--- config.mk ---
export PLATFORM = sky130hd
export DESIGN_NAME = buffer_read_scheduler
export DESIGN_NICKNAME = d
export VERILOG_FILES = /design/src/rtl/buffer_read_scheduler_pkg.sv /design/src/rtl/rr_max_select.sv /design/src/rtl/buffer_read_scheduler.sv
export SDC_FILE = /design/constraint.sdc
export NUM_CORES = 1
export LEC_CHECK = 0
export ABC_CLOCK_PERIOD_IN_PS = 3190
export CORE_ASPECT_RATIO = 0.8
export CORE_MARGIN = 2
export CORE_UTILIZATION = 45
export DETAILED_ROUTE_END_ITERATION = 8
export GPL_ROUTABILITY_DRIVEN = 0
export PLACE_DENSITY_LB_ADDON = 0.08
export SLEW_MARGIN = 10
export SYNTH_ARGS = -nofsm -noshare
export SYNTH_HDL_FRONTEND = slang
export SYNTH_SLANG_ARGS = --single-unit
--- constraint.sdc ---
create_clock -name clk -period 3.19 [get_ports clk]
set_clock_uncertainty 0.2 [all_clocks]
set_input_delay 0.4785 -clock clk [delete_from_list [all_inputs] [get_ports clk]]
set_output_delay 0.4785 -clock clk [all_outputs]
set_load 0.02 [all_outputs]
--- src/rtl/buffer_read_scheduler_pkg.sv ---
// Shared definitions for the buffer read scheduler.
// Holds the FSM state encoding, the buffer geometry (count, occupancy and
// payload field widths) and a helper that clamps an occupancy field to the
// buffer depth.
package buffer_read_scheduler_pkg;

    localparam int NUM_BUF    = 4;
    localparam int OCC_W      = 3;
    localparam int DATA_W     = 2;
    localparam int SEL_W      = $clog2(NUM_BUF);
    // Packed-bus widths: buffer b owns bits [b*FIELD_W +: FIELD_W]
    localparam int OCC_BUS_W  = NUM_BUF * OCC_W;
    localparam int DATA_BUS_W = NUM_BUF * DATA_W;

    typedef enum logic [2:0] {
        ST_IDLE,
        ST_WAIT,
        ST_SELECT,
        ST_POP,
        ST_SHOW
    } state_e;

    // Occupancy counts above the physical depth are treated as full.
    function automatic logic [OCC_W-1:0] sat_occ(input logic [OCC_W-1:0] occ,
                                                 input logic [OCC_W-1:0] depth);
        return (occ > depth) ? depth : occ;
    endfunction

endpackage

--- src/rtl/rr_max_select.sv ---
// Combinational argmax over the four buffer occupancies.
// Ports:
//   occ_i    - packed occupancies, buffer b at [b*OCC_W +: OCC_W]
//   rr_ptr_i - first buffer considered when several share the maximum
//   valid_o  - at least one buffer is non-empty
//   idx_o    - selected buffer (first max found scanning up from rr_ptr_i)
module rr_max_select
    import buffer_read_scheduler_pkg::*;
(
    input  logic [OCC_BUS_W-1:0] occ_i,
    input  logic [SEL_W-1:0]     rr_ptr_i,
    output logic                 valid_o,
    output logic [SEL_W-1:0]     idx_o
);

    logic [OCC_W-1:0] occ [NUM_BUF];
    logic [OCC_W-1:0] max_v;
    logic [SEL_W-1:0] cand;
    logic             found;

    always_comb begin
        max_v = '0;
        for (int b = 0; b < NUM_BUF; b++) begin
            occ[b] = occ_i[b*OCC_W +: OCC_W];
            if (occ[b] > max_v) max_v = occ[b];
        end
        // Scan upward from the pointer; SEL_W-bit arithmetic wraps mod 4.
        idx_o = '0;
        found = 1'b0;
        cand  = '0;
        for (int k = 0; k < NUM_BUF; k++) begin
            cand = rr_ptr_i + SEL_W'(k);
            if (!found && occ[cand] == max_v) begin
                idx_o = cand;
                found = 1'b1;
            end
        end
    end

    assign valid_o = (max_v != '0);

endmodule

--- src/rtl/buffer_read_scheduler.sv ---
// Paced read scheduler for the four packet buffers.
// Every READ_INTERVAL cycles it picks the fullest non-empty buffer (round-
// robin tie-break), pops its head via a req/ack handshake, latches the
// payload and buffer id, and pulses read_o for SHOW_CYCLES cycles.
// Ports:
//   clk, rst_n    - clock, asynchronous active-low reset
//   start         - level enable for scheduling
//   occ_i         - four 3-bit occupancies
//   head_data_i   - four 2-bit head payloads
//   pop_ack_i     - buffer side removed head of pop_sel_o
//   pop_req_o     - pop request, held until acked
//   pop_sel_o     - buffer being popped
//   read_o        - read-activity indicator
//   disp_o        - id of last buffer read
//   data_o        - payload of last packet read
//   read_cnt_o    - completed pop count (wraps)
module buffer_read_scheduler
    import buffer_read_scheduler_pkg::*;
#(
    parameter int READ_INTERVAL = 150000000,
    parameter int SHOW_CYCLES   = 25000000,
    parameter int DEPTH         = 6
) (
    input  logic                  clk,
    input  logic                  rst_n,
    input  logic                  start,
    input  logic [OCC_BUS_W-1:0]  occ_i,
    input  logic [DATA_BUS_W-1:0] head_data_i,
    input  logic                  pop_ack_i,
    output logic                  pop_req_o,
    output logic [SEL_W-1:0]      pop_sel_o,
    output logic                  read_o,
    output logic [SEL_W-1:0]      disp_o,
    output logic [DATA_W-1:0]     data_o,
    output logic [7:0]            read_cnt_o
);

    // One counter serves both the interval wait and the show phase.
    localparam int CNT_MAX = (READ_INTERVAL > SHOW_CYCLES) ? READ_INTERVAL : SHOW_CYCLES;
    localparam int CNT_W   = $clog2(CNT_MAX + 1);
    localparam logic [CNT_W-1:0] RI_LAST = CNT_W'(READ_INTERVAL - 1);
    localparam logic [CNT_W-1:0] SC_LAST = CNT_W'(SHOW_CYCLES - 1);
    localparam logic [OCC_W-1:0] DEPTH_C = OCC_W'(DEPTH);

    state_e              state_q;
    logic [CNT_W-1:0]    cnt_q;
    logic [SEL_W-1:0]    rr_ptr_q;
    logic                pop_req_q;
    logic [SEL_W-1:0]    pop_sel_q;
    logic                read_q;
    logic [SEL_W-1:0]    disp_q;
    logic [DATA_W-1:0]   data_q;
    logic [7:0]          read_cnt_q;

    logic [OCC_BUS_W-1:0] occ_sat;
    logic                 sel_valid;
    logic [SEL_W-1:0]     sel_idx;
    logic [DATA_W-1:0]    head_sel;

    for (genvar b = 0; b < NUM_BUF; b++) begin : g_sat
        assign occ_sat[b*OCC_W +: OCC_W] = sat_occ(occ_i[b*OCC_W +: OCC_W], DEPTH_C);
    end

    rr_max_select u_sel (
        .occ_i    (occ_sat),
        .rr_ptr_i (rr_ptr_q),
        .valid_o  (sel_valid),
        .idx_o    (sel_idx)
    );

    // Payload of the buffer currently being popped (sel is held in POP).
    assign head_sel = head_data_i[pop_sel_q*DATA_W +: DATA_W];

    always_ff @(posedge clk or negedge rst_n) begin
        if (!rst_n) begin
            state_q    <= ST_IDLE;
            cnt_q      <= '0;
            rr_ptr_q   <= '0;
            pop_req_q  <= 1'b0;
            pop_sel_q  <= '0;
            read_q     <= 1'b0;
            disp_q     <= '0;
            data_q     <= '0;
            read_cnt_q <= '0;
        end else begin
            case (state_q)
                ST_IDLE: begin
                    cnt_q <= '0;
                    if (start) state_q <= ST_WAIT;
                end
                ST_WAIT: begin
                    if (!start) begin
                        cnt_q   <= '0;
                        state_q <= ST_IDLE;
                    end else if (cnt_q == RI_LAST) begin
                        cnt_q   <= '0;
                        state_q <= ST_SELECT;
                    end else begin
                        cnt_q <= cnt_q + 1'b1;
                    end
                end
                ST_SELECT: begin
                    // All buffers empty: skip this interval.
                    if (sel_valid) begin
                        pop_sel_q <= sel_idx;
                        pop_req_q <= 1'b1;
                        state_q   <= ST_POP;
                    end else begin
                        state_q <= ST_WAIT;
                    end
                end
                ST_POP: begin
                    // start is deliberately ignored: the handshake must finish.
                    if (pop_ack_i) begin
                        pop_req_q  <= 1'b0;
                        data_q     <= head_sel;
                        disp_q     <= pop_sel_q;
                        read_cnt_q <= read_cnt_q + 8'd1;
                        rr_ptr_q   <= pop_sel_q + SEL_W'(1);
                        read_q     <= 1'b1;
                        cnt_q      <= '0;
                        state_q    <= ST_SHOW;
                    end
                end
                ST_SHOW: begin
                    if (cnt_q == SC_LAST) begin
                        read_q  <= 1'b0;
                        cnt_q   <= '0;
                        state_q <= start ? ST_WAIT : ST_IDLE;
                    end else begin
                        cnt_q <= cnt_q + 1'b1;
                    end
                end
                default: state_q <= ST_IDLE;
            endcase
        end
    end

    assign pop_req_o  = pop_req_q;
    assign pop_sel_o  = pop_sel_q;
    assign read_o     = read_q;
    assign disp_o     = disp_q;
    assign data_o     = data_q;
    assign read_cnt_o = read_cnt_q;

endmodule

# After elaboration in Yosys (flattened, before gate mapping)

Index checks and enable logic that the tools add are counted.
W data, S select, Z words.

Input port bits: 24
Word-level logic and storage cells: 110
Bits in registers: 49
Output and inout bits: 16

Order comparisons: 12
Eq/ne operators: 15
Reductions and logical operators: 17
Add/sub/neg operators: 6
Shift-type cells: 1
Bitwise logic cells: 4
Mux-type cells: 46

Operators by type and width:

| operator                | count |
|---|---|
| $mux W28                | 4 |
| $pmux W28 S4            | 1 |
| $mux W3                 | 21 |
| $add A28 B1 Y28 const B | 1 |
| $eq A28 B25 Y1 const B  | 1 |
| $eq A28 B28 Y1 const B  | 1 |
| $bmux W3 S2             | 4 |
| $pmux W3 S5             | 1 |
| $eq A3 B3 Y1            | 4 |
| $ge A3 B3 Y1 const B    | 4 |
| $gt A3 B3 Y1 const B    | 4 |
| $not A2 Y3              | 4 |
| $mux W2                 | 5 |
| $gt A3 B3 Y1            | 3 |
| $add A8 B1 Y8 const B   | 1 |
| $mux W1                 | 8 |
| $ne A2 B2 Y1 const B    | 4 |
| $shiftx A8 B4 Y2        | 1 |
| $eq A3 B2 Y1 const B    | 2 |
| $reduce_and A2 Y1       | 3 |
| $reduce_and A3 Y1       | 2 |
| $add A2 B1 Y2 const B   | 2 |
| $add A2 B2 Y2 const B   | 2 |
| $pmux W1 S2             | 2 |
| 11 further kinds        | 16 |

# Longest topological paths before layout

Gate-level depths: netlist of the first run.

Depth after elaboration: 21
Depth in mapped cells: 23

# Modules after synthesis

A second synthesis of the first run with hierarchy kept.

Cell total of the unflattened synthesis: 421
Area total of the unflattened synthesis: 3703.6 um^2

Modules (own cells, without submodules):

| module                | cells an instance | instances | seq. area each (um^2) | area an instance (um^2) |
|---|---|---|---|---|
| buffer_read_scheduler | 273               | 1         | 1226.2                | 2621.3 |
| rr_max_select         | 148               | 1         | 0.0                   | 1082.3 |

# Worst setup path after synthesis of the first run

Ideal clock, no wire load.

Path kind: input -> register
Start point: input occ_i[3]
End point: register pop_sel_q[1], in the netlist pop_sel_o[1]
Arrival time: 4.844 ns
Setup slack: -1.975 ns
Cell stages on the path: 22
Setup time: 0.121 ns
Buffers on the path: 1
Cell sequence: a21boi_1 > inv_1 > ha_1 > and3_1 > a21oi_2 > mux2i_1 > ha_1 > and3b_4 > or2_4 > nor2_1 > a21oi_1 > ha_1 > a21oi_1 > nand2_1 > or2_0 > o211a_1 > buf_6 > xor2_1 > nor4_2 > a2111oi_2 > o21ai_1 > a22o_1

Cells in the longest elaborated chain, start to end: 19
Elaborated cells on any way between the ends: 39
Classes of those cells: order compare (4); eq/ne (4); mux (23); reduce/logical (8)

Ends and longest elaborated chain:

| item                   | RTL line                        | text |
|---|---|---|
| start: declaration     | buffer_read_scheduler.sv:27     | `input logic [OCC_BUS_W-1:0] occ_i,` |
| $gt A3 B3 Y1           | buffer_read_scheduler_pkg.sv:26 | `return (occ > depth) ? depth : occ;` |
| $mux W3 *              | buffer_read_scheduler_pkg.sv:26 |  |
| $gt A3 B3 Y1           | rr_max_select.sv:25             | `if (occ[b] > max_v) max_v = occ[b];` |
| $mux W3                | rr_max_select.sv:25             |  |
| $gt A3 B3 Y1           | rr_max_select.sv:25             |  |
| $mux W3                | rr_max_select.sv:25             |  |
| $gt A3 B3 Y1           | rr_max_select.sv:25             |  |
| $mux W3                | rr_max_select.sv:25             |  |
| (+3 left out)          | n/a                             |  |
| $logic_and A1 B1 Y1    | rr_max_select.sv:33             | `if (!found && occ[cand] == max_v) begin` |
| $mux W1                | rr_max_select.sv:33             |  |
| $logic_not A1 Y1       | rr_max_select.sv:33             |  |
| $logic_and A1 B1 Y1    | rr_max_select.sv:33             |  |
| $mux W1                | rr_max_select.sv:33             |  |
| $logic_not A1 Y1       | rr_max_select.sv:33             |  |
| $logic_and A1 B1 Y1    | rr_max_select.sv:33             |  |
| $mux W2                | rr_max_select.sv:33             |  |
| end signal: assignment | buffer_read_scheduler.sv:105    | `pop_sel_q <= sel_idx;` |
| end: declaration       | buffer_read_scheduler.sv:49     | `logic [SEL_W-1:0] pop_sel_q;` |

Mark *: on every way between the ends. The rest lies on a longest branch, timed or not. The select of a mux whose other input is x is not followed.
A chain may end at the register's enable or synchronous reset.

# Worst setup path in the final report of the first run

Start point: input occ_i[5]
End point: register pop_sel_q[0], in the netlist pop_sel_o[0]

Same word-level chain as after synthesis.

==> impl_results.md, run 1 <==
* Result of the run: finished, violations left
* Failing checks: negative setup slack
* Peak VDD IR at 0.2826 mV
* Setup repair after global routing missed its margin: yes
* Max Cap Viol at 0
* Area Growth Syn to Fin at 35.43%
* Prevailing post-synth register cell: sky130_fd_sc_hd__dfrtp_1
* Crit-path max cell delay at 0.38 ns
* Total power consumption of the routed design at 3.241 mW
* Number of different library cells in the post-synthesis netlist at 65
* Post-synthesis cell count at 405
* Worst Path Class, Setup: in2reg
* Number of enable flip-flop cells after synthesis at 0
* Critical Path AT at 4.79 ns
* Ratio of total power to cell area at 674.8 mW/mm²
* Cts bufs inserted at 5
* Sink count of the clock tree at 49
* Category of the worst setup path launch point: primary input
* R2R cell count at 8
* Worst-case register-to-register setup slack at 0.20 ns
* FILL cells at 632
* Via count at 3231
* Largest net degree at the start of global routing at 35
* Average detailed-routed wire length per instance at 14.78 µm
* Mean cell area of the mapped netlist at 8.755 µm²
* Synth Register Bits at 49
* Post-synthesis net count at 440
* Hold crit path type: reg2reg
* Detail Placement HPWL at 6455 µm
* Post-synthesis instance area at 0.003546 mm²
* Area of the core at 0.007532 mm²
* Clock-pin slew reported for the worst setup and hold paths after clock tree synthesis at 0.11 ns
* Congestion Overflow GR at 0
* Vias/cell at 5.367
* DRC errors left at 0
* Data required time at the worst endpoint at 3.20 ns
* Reg-to-Reg End: pop_sel_o[1]
* Fin. max-slew vios at 0
* H-tree levels at 2
* Port bufs at 39
* Post-synthesis async set-or-reset flop share at 1.000
* Aggregate negative setup slack at -5.422 ns
* Worst Hold Path Cells at 1
* Cells along the critical path: buf_8, a21boi_4, inv_1, ha_1, and3_1, a21oi_2, mux2i_2, ha_1, and3b_4, or2_4, nor2_4, a21oi_4, ha_4, nand3b_1, a32oi_4, o21bai_4, a21oi_4, or3_4, a211oi_4, buf_4, nor2_1, a22oi_1, o21ai_1
* Startpoint of the worst-slack reg-to-reg timing path: rr_ptr_q[1]
* Total global routing track utilization at 0.2095
* Launch point of the worst hold path: read_cnt_o[7]
* TritonCTS clock tree: done
* Post-DRT Antenna Nets at 0
* Initial Util at 0.4708
* Worst hold path endpoint: read_cnt_o[7]
* Top-Level Pins at 40
* Endpoints failing hold at 0
* Root cell of the clock tree: sky130_fd_sc_hd__clkbuf_8
* DIE AREA at 0.008610 mm²
* Relative slew slack at 0.5785
* Height of the die at 83.40 µm
* Detailed Route Iter0 Violations at 125
* Final critical path time including I/O delays and setup at 4.781 ns
* Inserted Diodes at 0
* Leakage component of the power at 2.040 nW
* First-pass detailed-route iteration total at 4
* Number of warnings printed during yosys synthesis at 0
* Pin slew with the least headroom to its limit at 0.6256 ns
* Largest fanout of any net on the critical path at 6
* FP Rows at 28
* Maximum clock rate at 0.2092 GHz
* Wire length of the first global-routing pass at 14570 µm
* Horizontal die dimension at 103.2 µm
* Skew-Pair Late Insertion Delay at 0.32 ns
* Worst Setup End Kind: register
* Total wire length after detailed routing at 8899 µm
* Final critical-path share of the clock period at 1.499
* Share of the yosys chip area belonging to registers at 0.3458
* Share of final-layout standard cells stronger than drive strength 1 at 0.2797
* Setup ws final at -1.591 ns
* Clock buffer depth at 2
* Number of setup violations in the final report at 4
* Crit path max-delay cell type: sky130_fd_sc_hd__or3_4
* Nets at 531
* Vias in the first global route at 2963
* Antenna violations before repair at 0
-- cell usage after synthesis (all sizes together) (9+ instances only) --
library cell  instances  area [µm²]
nor2                 39       148.9
nor3                 10       50.05
o21ai                34       173.9
nand3                26       135.1
clkbuf               12       45.04
ha                   11       137.6
buf                  10       68.81
inv                  10       37.53
xor2                 17       148.9
mux2i                 9       93.84
dfrtp                49        1226
xnor2                17       167.7
and3                  9       57.56
a21oi                18       108.9
nand2                53       209.0
-- timing repair --
| action | in CTS | in global routing |
|---|---|---|
| pin swaps | 22 | 22 |
| gates resized for setup | 40 | 25 |
| setup buffers | 10 | 7 |
| endpoints found under the hold margin | 15 | 0 |
| hold buffers | 1 | 0 |
| setup endpoints to repair | 4 | 8 |
-- through the flow --
stage	worst slack, ns	std cells	area, µm²	utilization	hold slack (ns)
floorplan	-1.659	405	3612	-	-0.01709
global placement	-2.293	579	4405	0.5849	0.2058
detailed placement	-2.432	579	4405	0.5849	0.2100
CTS	-1.584	596	4624	0.6140	0.2829
global route	-1.790	602	4802	0.6375	0.2955
finish	-1.591	602	4802	0.6375	0.2796
-- routing by layer --
layer	vias up	wire, µm	track usage
li1	1613	-	-
met1	1552	4652	0.3346
met2	62	3844	0.2969
met3	4	375	0.04209
met4	0	27	0.02632
met5	-	0	0
-- cell families after synthesis --
logic type      Yosys count  share of synthesized area
compound gates           88                     0.1722
flops                    49                     0.3458
fa+ha+maj                11                    0.03881
buf+inv                  32                    0.04269
simple gates            174                     0.2498
mux                      17                    0.06139
xor+xnor                 34                    0.08927
-- worst max-delay path: cells and delay by family --
kind | cells | cell delay, ns
buffers and inverters | 3 | 0.33
adder cells (fa/ha/maj) | 3 | 0.84
multiplexers | 1 | 0.29
AO/OA/AOI/OAI | 9 | 1.58
AND/OR/NAND/NOR | 7 | 1.27
-- final cells by class --
| cell class | count | area [µm²] | area share |
|---|---|---|---|
| inverter | 10 | 37.54 | 0.007817 |
| timing repair buffer | 106 | 899.6 | 0.1873 |
| clock buffer | 5 | 68.82 | 0.01433 |
| clock inverter | 3 | 28.78 | 0.005993 |
| tap | 105 | 131.4 | 0.02736 |
| multi-input combinational | 324 | 2410 | 0.5018 |
| sequential | 49 | 1226 | 0.2553 |
-- power by group --
| group | total [mW] | internal, mW | switching [mW] | leakage (nW) |
|---|---|---|---|---|
| combinational | 1.97 | 0.972 | 1.00 | 1.33 |
| sequential | 0.864 | 0.717 | 0.147 | 0.661 |
| clock | 0.405 | 0.164 | 0.240 | 0.0506 |
-- layout by cell type, fill, tap and decap left out, types with 5 or more instances in the layout --
| cell | Yosys | layout |
|---|---|---|
| sky130_fd_sc_hd__nand2_1 | 51 | 48 |
| sky130_fd_sc_hd__mux2i_1 | 8 | 6 |
| sky130_fd_sc_hd__nand2b_1 | 5 | 5 |
| sky130_fd_sc_hd__xor2_1 | 17 | 16 |
| sky130_fd_sc_hd__buf_6 | 3 | 7 |
| sky130_fd_sc_hd__clkbuf_8 | 0 | 5 |
| sky130_fd_sc_hd__a21oi_1 | 15 | 12 |
| sky130_fd_sc_hd__clkdlybuf4s50_1 | 0 | 32 |
| sky130_fd_sc_hd__inv_1 | 9 | 9 |
| sky130_fd_sc_hd__buf_4 | 0 | 60 |
| sky130_fd_sc_hd__nor2_1 | 38 | 37 |
| sky130_fd_sc_hd__xnor2_1 | 16 | 15 |
| sky130_fd_sc_hd__mux2_2 | 5 | 5 |
| sky130_fd_sc_hd__buf_2 | 7 | 5 |
| sky130_fd_sc_hd__nand3_1 | 25 | 24 |
| sky130_fd_sc_hd__nor2b_1 | 5 | 5 |
| sky130_fd_sc_hd__dfrtp_1 | 49 | 49 |
| sky130_fd_sc_hd__o21ai_0 | 31 | 29 |
| sky130_fd_sc_hd__nor3_1 | 10 | 9 |
| sky130_fd_sc_hd__ha_1 | 11 | 7 |
| sky130_fd_sc_hd__and3_1 | 8 | 8 |
-- flip-flops by register name (all words and copies together) (netlist names) --
signal / flops
read_o: 1
data_o: 2
pop_sel_o: 2
disp_o: 2
pop_req_o: 1
rr_ptr_q: 2
cnt_q: 28
read_cnt_o: 8
state_q: 3
-- worst max-delay path by stage --
stage	start	end	cells after the start
after floorplan	occ_i[3]	pop_sel_o[1]	21
after global placement	occ_i[2]	pop_sel_o[0]	21
after detailed placement	occ_i[4]	pop_sel_o[0]	22
after CTS	occ_i[5]	pop_sel_o[1]	22
after global routing	occ_i[5]	pop_sel_o[0]	23
final	occ_i[5]	pop_sel_o[0]	23
Note: power is estimated with default switching activity, not from simulation.
==> run 2: changes to the inputs <==
--- a/config.mk
+++ b/config.mk
@@ -6,9 +6,11 @@
 export NUM_CORES = 1
 export LEC_CHECK = 0
 export ABC_CLOCK_PERIOD_IN_PS = 3190
+export CAP_MARGIN = 20
 export CORE_ASPECT_RATIO = 0.8
 export CORE_MARGIN = 2
 export CORE_UTILIZATION = 45
+export CTS_CLUSTER_SIZE = 10
 export DETAILED_ROUTE_END_ITERATION = 8
 export GPL_ROUTABILITY_DRIVEN = 0
 export PLACE_DENSITY_LB_ADDON = 0.08
==> results of run 2 <==
The final DEF is identical to that of run 1; final timing and power are the same.
==> run 3: changes to the inputs <==
--- a/config.mk
+++ b/config.mk
@@ -13,7 +13,9 @@
 export CTS_CLUSTER_SIZE = 10
 export DETAILED_ROUTE_END_ITERATION = 8
 export GPL_ROUTABILITY_DRIVEN = 0
+export GPL_TIMING_DRIVEN = 0
 export PLACE_DENSITY_LB_ADDON = 0.08
+export SETUP_SLACK_MARGIN = 0.1
 export SLEW_MARGIN = 10
 export SYNTH_ARGS = -nofsm -noshare
 export SYNTH_HDL_FRONTEND = slang
==> impl_results.md, run 3 (synthesis gave the netlist of run 1 again) <==
* Result of the run: finished, violations left
* Failing checks: negative setup slack
* Commonest cells after routing, fill and taps aside: sky130_fd_sc_hd__dfrtp_1, sky130_fd_sc_hd__nand2_1, sky130_fd_sc_hd__nor2_1
* Port bufs at 39 (unchanged)
* Hold crit path type: reg2reg
* Pin slew with the least headroom to its limit at 0.5831 ns (-0.04245 ns)
* Wire length of the first global-routing pass at 14200 µm (-2.5%)
* H-tree levels at 2 (unchanged)
* Crit-path max cell delay at 0.31 ns (-0.07 ns)
* Part of the total power dissipated in combinational logic at 0.646 (+0.037)
* Setup ws final at -1.649 ns (-0.05805 ns)
* Share of total power consumed by net switching at 0.4272 (-0.0008268)
* Area Growth Syn to Fin at 33.17%
* Worst Path Class, Setup: in2reg
* Max Cap Viol at 0 (unchanged)
* Power spent charging and discharging nets at 1.364 mW (-1.6%)
* Final cell utilization of the core at 0.6269 (-0.01063)
* Hold Worst Slack at 0.2755 ns (-0.004127 ns)
* Vias/cell at 5.449 (+1.5%)
* Height of the die at 83.40 µm (unchanged)
* Sequential cell area at 0.001226 mm² (unchanged)
* Antenna violations before repair at 0 (unchanged)
* Register name with the most flops: cnt_q
* Inserted Diodes at 0 (unchanged)
* Share of final-layout standard cells stronger than drive strength 1 at 0.2479 (-0.03178)
* Final critical-path share of the clock period at 1.517 (+0.01820)
* Total global routing track utilization at 0.2029 (-0.006626)
* Nets at 512 (-3.6%)
* Worst Setup End Kind: register
* Clock Power Share at 0.106 (-0.019)
* First-pass detailed-route iteration total at 4 (unchanged)
* Sink count of the clock tree at 49 (unchanged)
* Most frequent standard cell in the layout excluding fill and tap cells: sky130_fd_sc_hd__dfrtp_1
* DIE AREA at 0.008610 mm² (unchanged)
* Multi-input gate area at 0.002529 mm² (+4.9%)
* Placement Setup Slack at -2.920 ns (-0.4874 ns)
* Clock buffer depth at 2 (unchanged)
* Fin. max-slew vios at 0 (unchanged)
* Leakage component of the power at 1.934 nW (-5.2%)
* Crit path max-delay cell type: sky130_fd_sc_hd__mux2i_2
* Congestion Overflow GR at 0 (unchanged)
* Post-DRT Antenna Nets at 0 (unchanged)
* Detailed Route Iter0 Violations at 139 (+11%)
* Via count at 3166 (-2.0%)
* Skew-Pair Late Insertion Delay at 0.30 ns (-0.02 ns)
* Horizontal die dimension at 103.2 µm (unchanged)
* Data required time at the worst endpoint at 3.18 ns (-0.02 ns)
* FILL cells at 633 (+0.16%)
* Average detailed-routed wire length per instance at 15.00 µm (+1.5%)
* FP Rows at 28 (unchanged)
* Critical path's top delay family: compound AO/OA/AOI/OAI gates
* Cells along the critical path: clkbuf_4, a21boi_4, ha_4, and3_4, a21oi_4, mux2i_4, ha_4, and3b_4, or2_4, nor2_4, a21oi_4, ha_4, nand3b_1, a32oi_4, mux2i_2, a21oi_4, buf_12, xnor2_1, o211ai_1, nor3_1, a211oi_2, a22o_1
* TritonCTS clock tree: done
* DRC errors left at 0 (unchanged)
* Initial Util at 0.4708 (unchanged)
* Largest fanout of any net on the critical path at 7 (+1)
* Cts bufs inserted at 5 (unchanged)
* Buffers plus inverters on the worst setup path at 2 (-1)
* Total power consumption of the routed design at 3.193 mW (-1.5%)
* Relative slew slack at 0.6071 (+0.02860)
* Endpoints failing hold at 0 (unchanged)
* Number of setup violations in the final report at 4 (unchanged)
* Ratio of total power to cell area at 676.3 mW/mm² (+0.21%)
* Max FFs per register at 28 (unchanged)
* Final critical path time including I/O delays and setup at 4.839 ns (+0.05805 ns)
* Peak VDD IR at 0.2890 mV (+2.3%)
* Detail Placement HPWL at 6261 µm (-3.0%)
* Category of the worst setup path launch point: primary input
* Cell Int Power at 1.829 mW (-1.3%)
* Setup repair after global routing missed its margin: yes
* Top-Level Pins at 40 (unchanged)
* Largest net degree at the start of global routing at 34 (-2.9%)
* Maximum clock rate at 0.2066 GHz (-1.2%)
* Area of the core at 0.007532 mm² (unchanged)
* Fraction of power consumed by sequential logic at 0.249 (-0.018)
* Total wire length after detailed routing at 8714 µm (-2.1%)
* Root cell of the clock tree: sky130_fd_sc_hd__clkbuf_8
* Clock-pin slew reported for the worst setup and hold paths after clock tree synthesis at 0.08 ns (-0.03 ns)
* Vias in the first global route at 2942 (-0.71%)
* Critical Path AT at 4.83 ns (+0.04 ns)
[run 3: worst paths after layout]
path | slack (ns) | startpoint | cells after the start | to
min in group asynchronous | 0.44 | rst_n | 2 | read_cnt_o[5]
max in group asynchronous | 1.83 | rst_n | 3 | cnt_q[16]
worst max-delay path | -1.65 | occ_i[2] | 22 | pop_sel_o[1]
worst min-delay path | 0.28 | pop_req_o | 2 | pop_req_o
worst max register to register | 0.29 | cnt_q[0] | 11 | cnt_q[16]
worst min register to register | 0.28 | pop_req_o | 2 | pop_req_o
[run 3: area by class of cell]
cell class                 instances  share of cell area
clock inverter                     1            0.001060
tap                              105             0.02782
buffer                            22             0.02411
multi-input combinational        324              0.5355
clock buffer                       5             0.01457
timing repair buffer              65              0.1293
sequential                        49              0.2597
inverter                          10            0.007949
[run 3: power groups by stage]
stage | registers (mW) | clock network (mW) | logic, mW
after global placement | 0.804 | 0 | 1.64
after detailed placement | 0.807 | 0 | 1.66
after global routing | 0.808 | 0.380 | 2.24
after CTS | 0.794 | 0.353 | 1.77
final | 0.794 | 0.338 | 2.06
after floorplan | 0.869 | 0 | 1.17
[run 3: what timing repair did]
item / 4_1_cts / 5_1_grt
buffers inserted: 12 / 12
endpoints found under the hold margin: 16 / 0
hold buffers: 1 / 0
resized for setup: 47 / 33
setup endpoints to repair: 15 / 16
pin swaps: 23 / 19
[run 3: metal layers]
layer	vias up	GRT usage	share of wire
li1	1581	-	-
met1	1517	0.3222	0.51
met3	2	0.03199	0.039
met4	0	0.03828	0.0017
met2	66	0.2893	0.45
met5	-	0	0
[run 3: worst min-delay path, cell delays in order (launching register included)]
cell	delay [ns]
sky130_fd_sc_hd__dfrtp_1	0.35
sky130_fd_sc_hd__nand2_1	0.05
sky130_fd_sc_hd__nand2_1	0.05
[run 3: stage by stage]
stage	std cells	cell area (µm²)	setup TNS, ns
CTS	569	4432	-5.443
detailed placement	550	4149	-10.92
global placement	549	4134	-11.00
finish	581	4722	-5.363
global route	581	4722	-6.090
floorplan	405	3612	-5.397
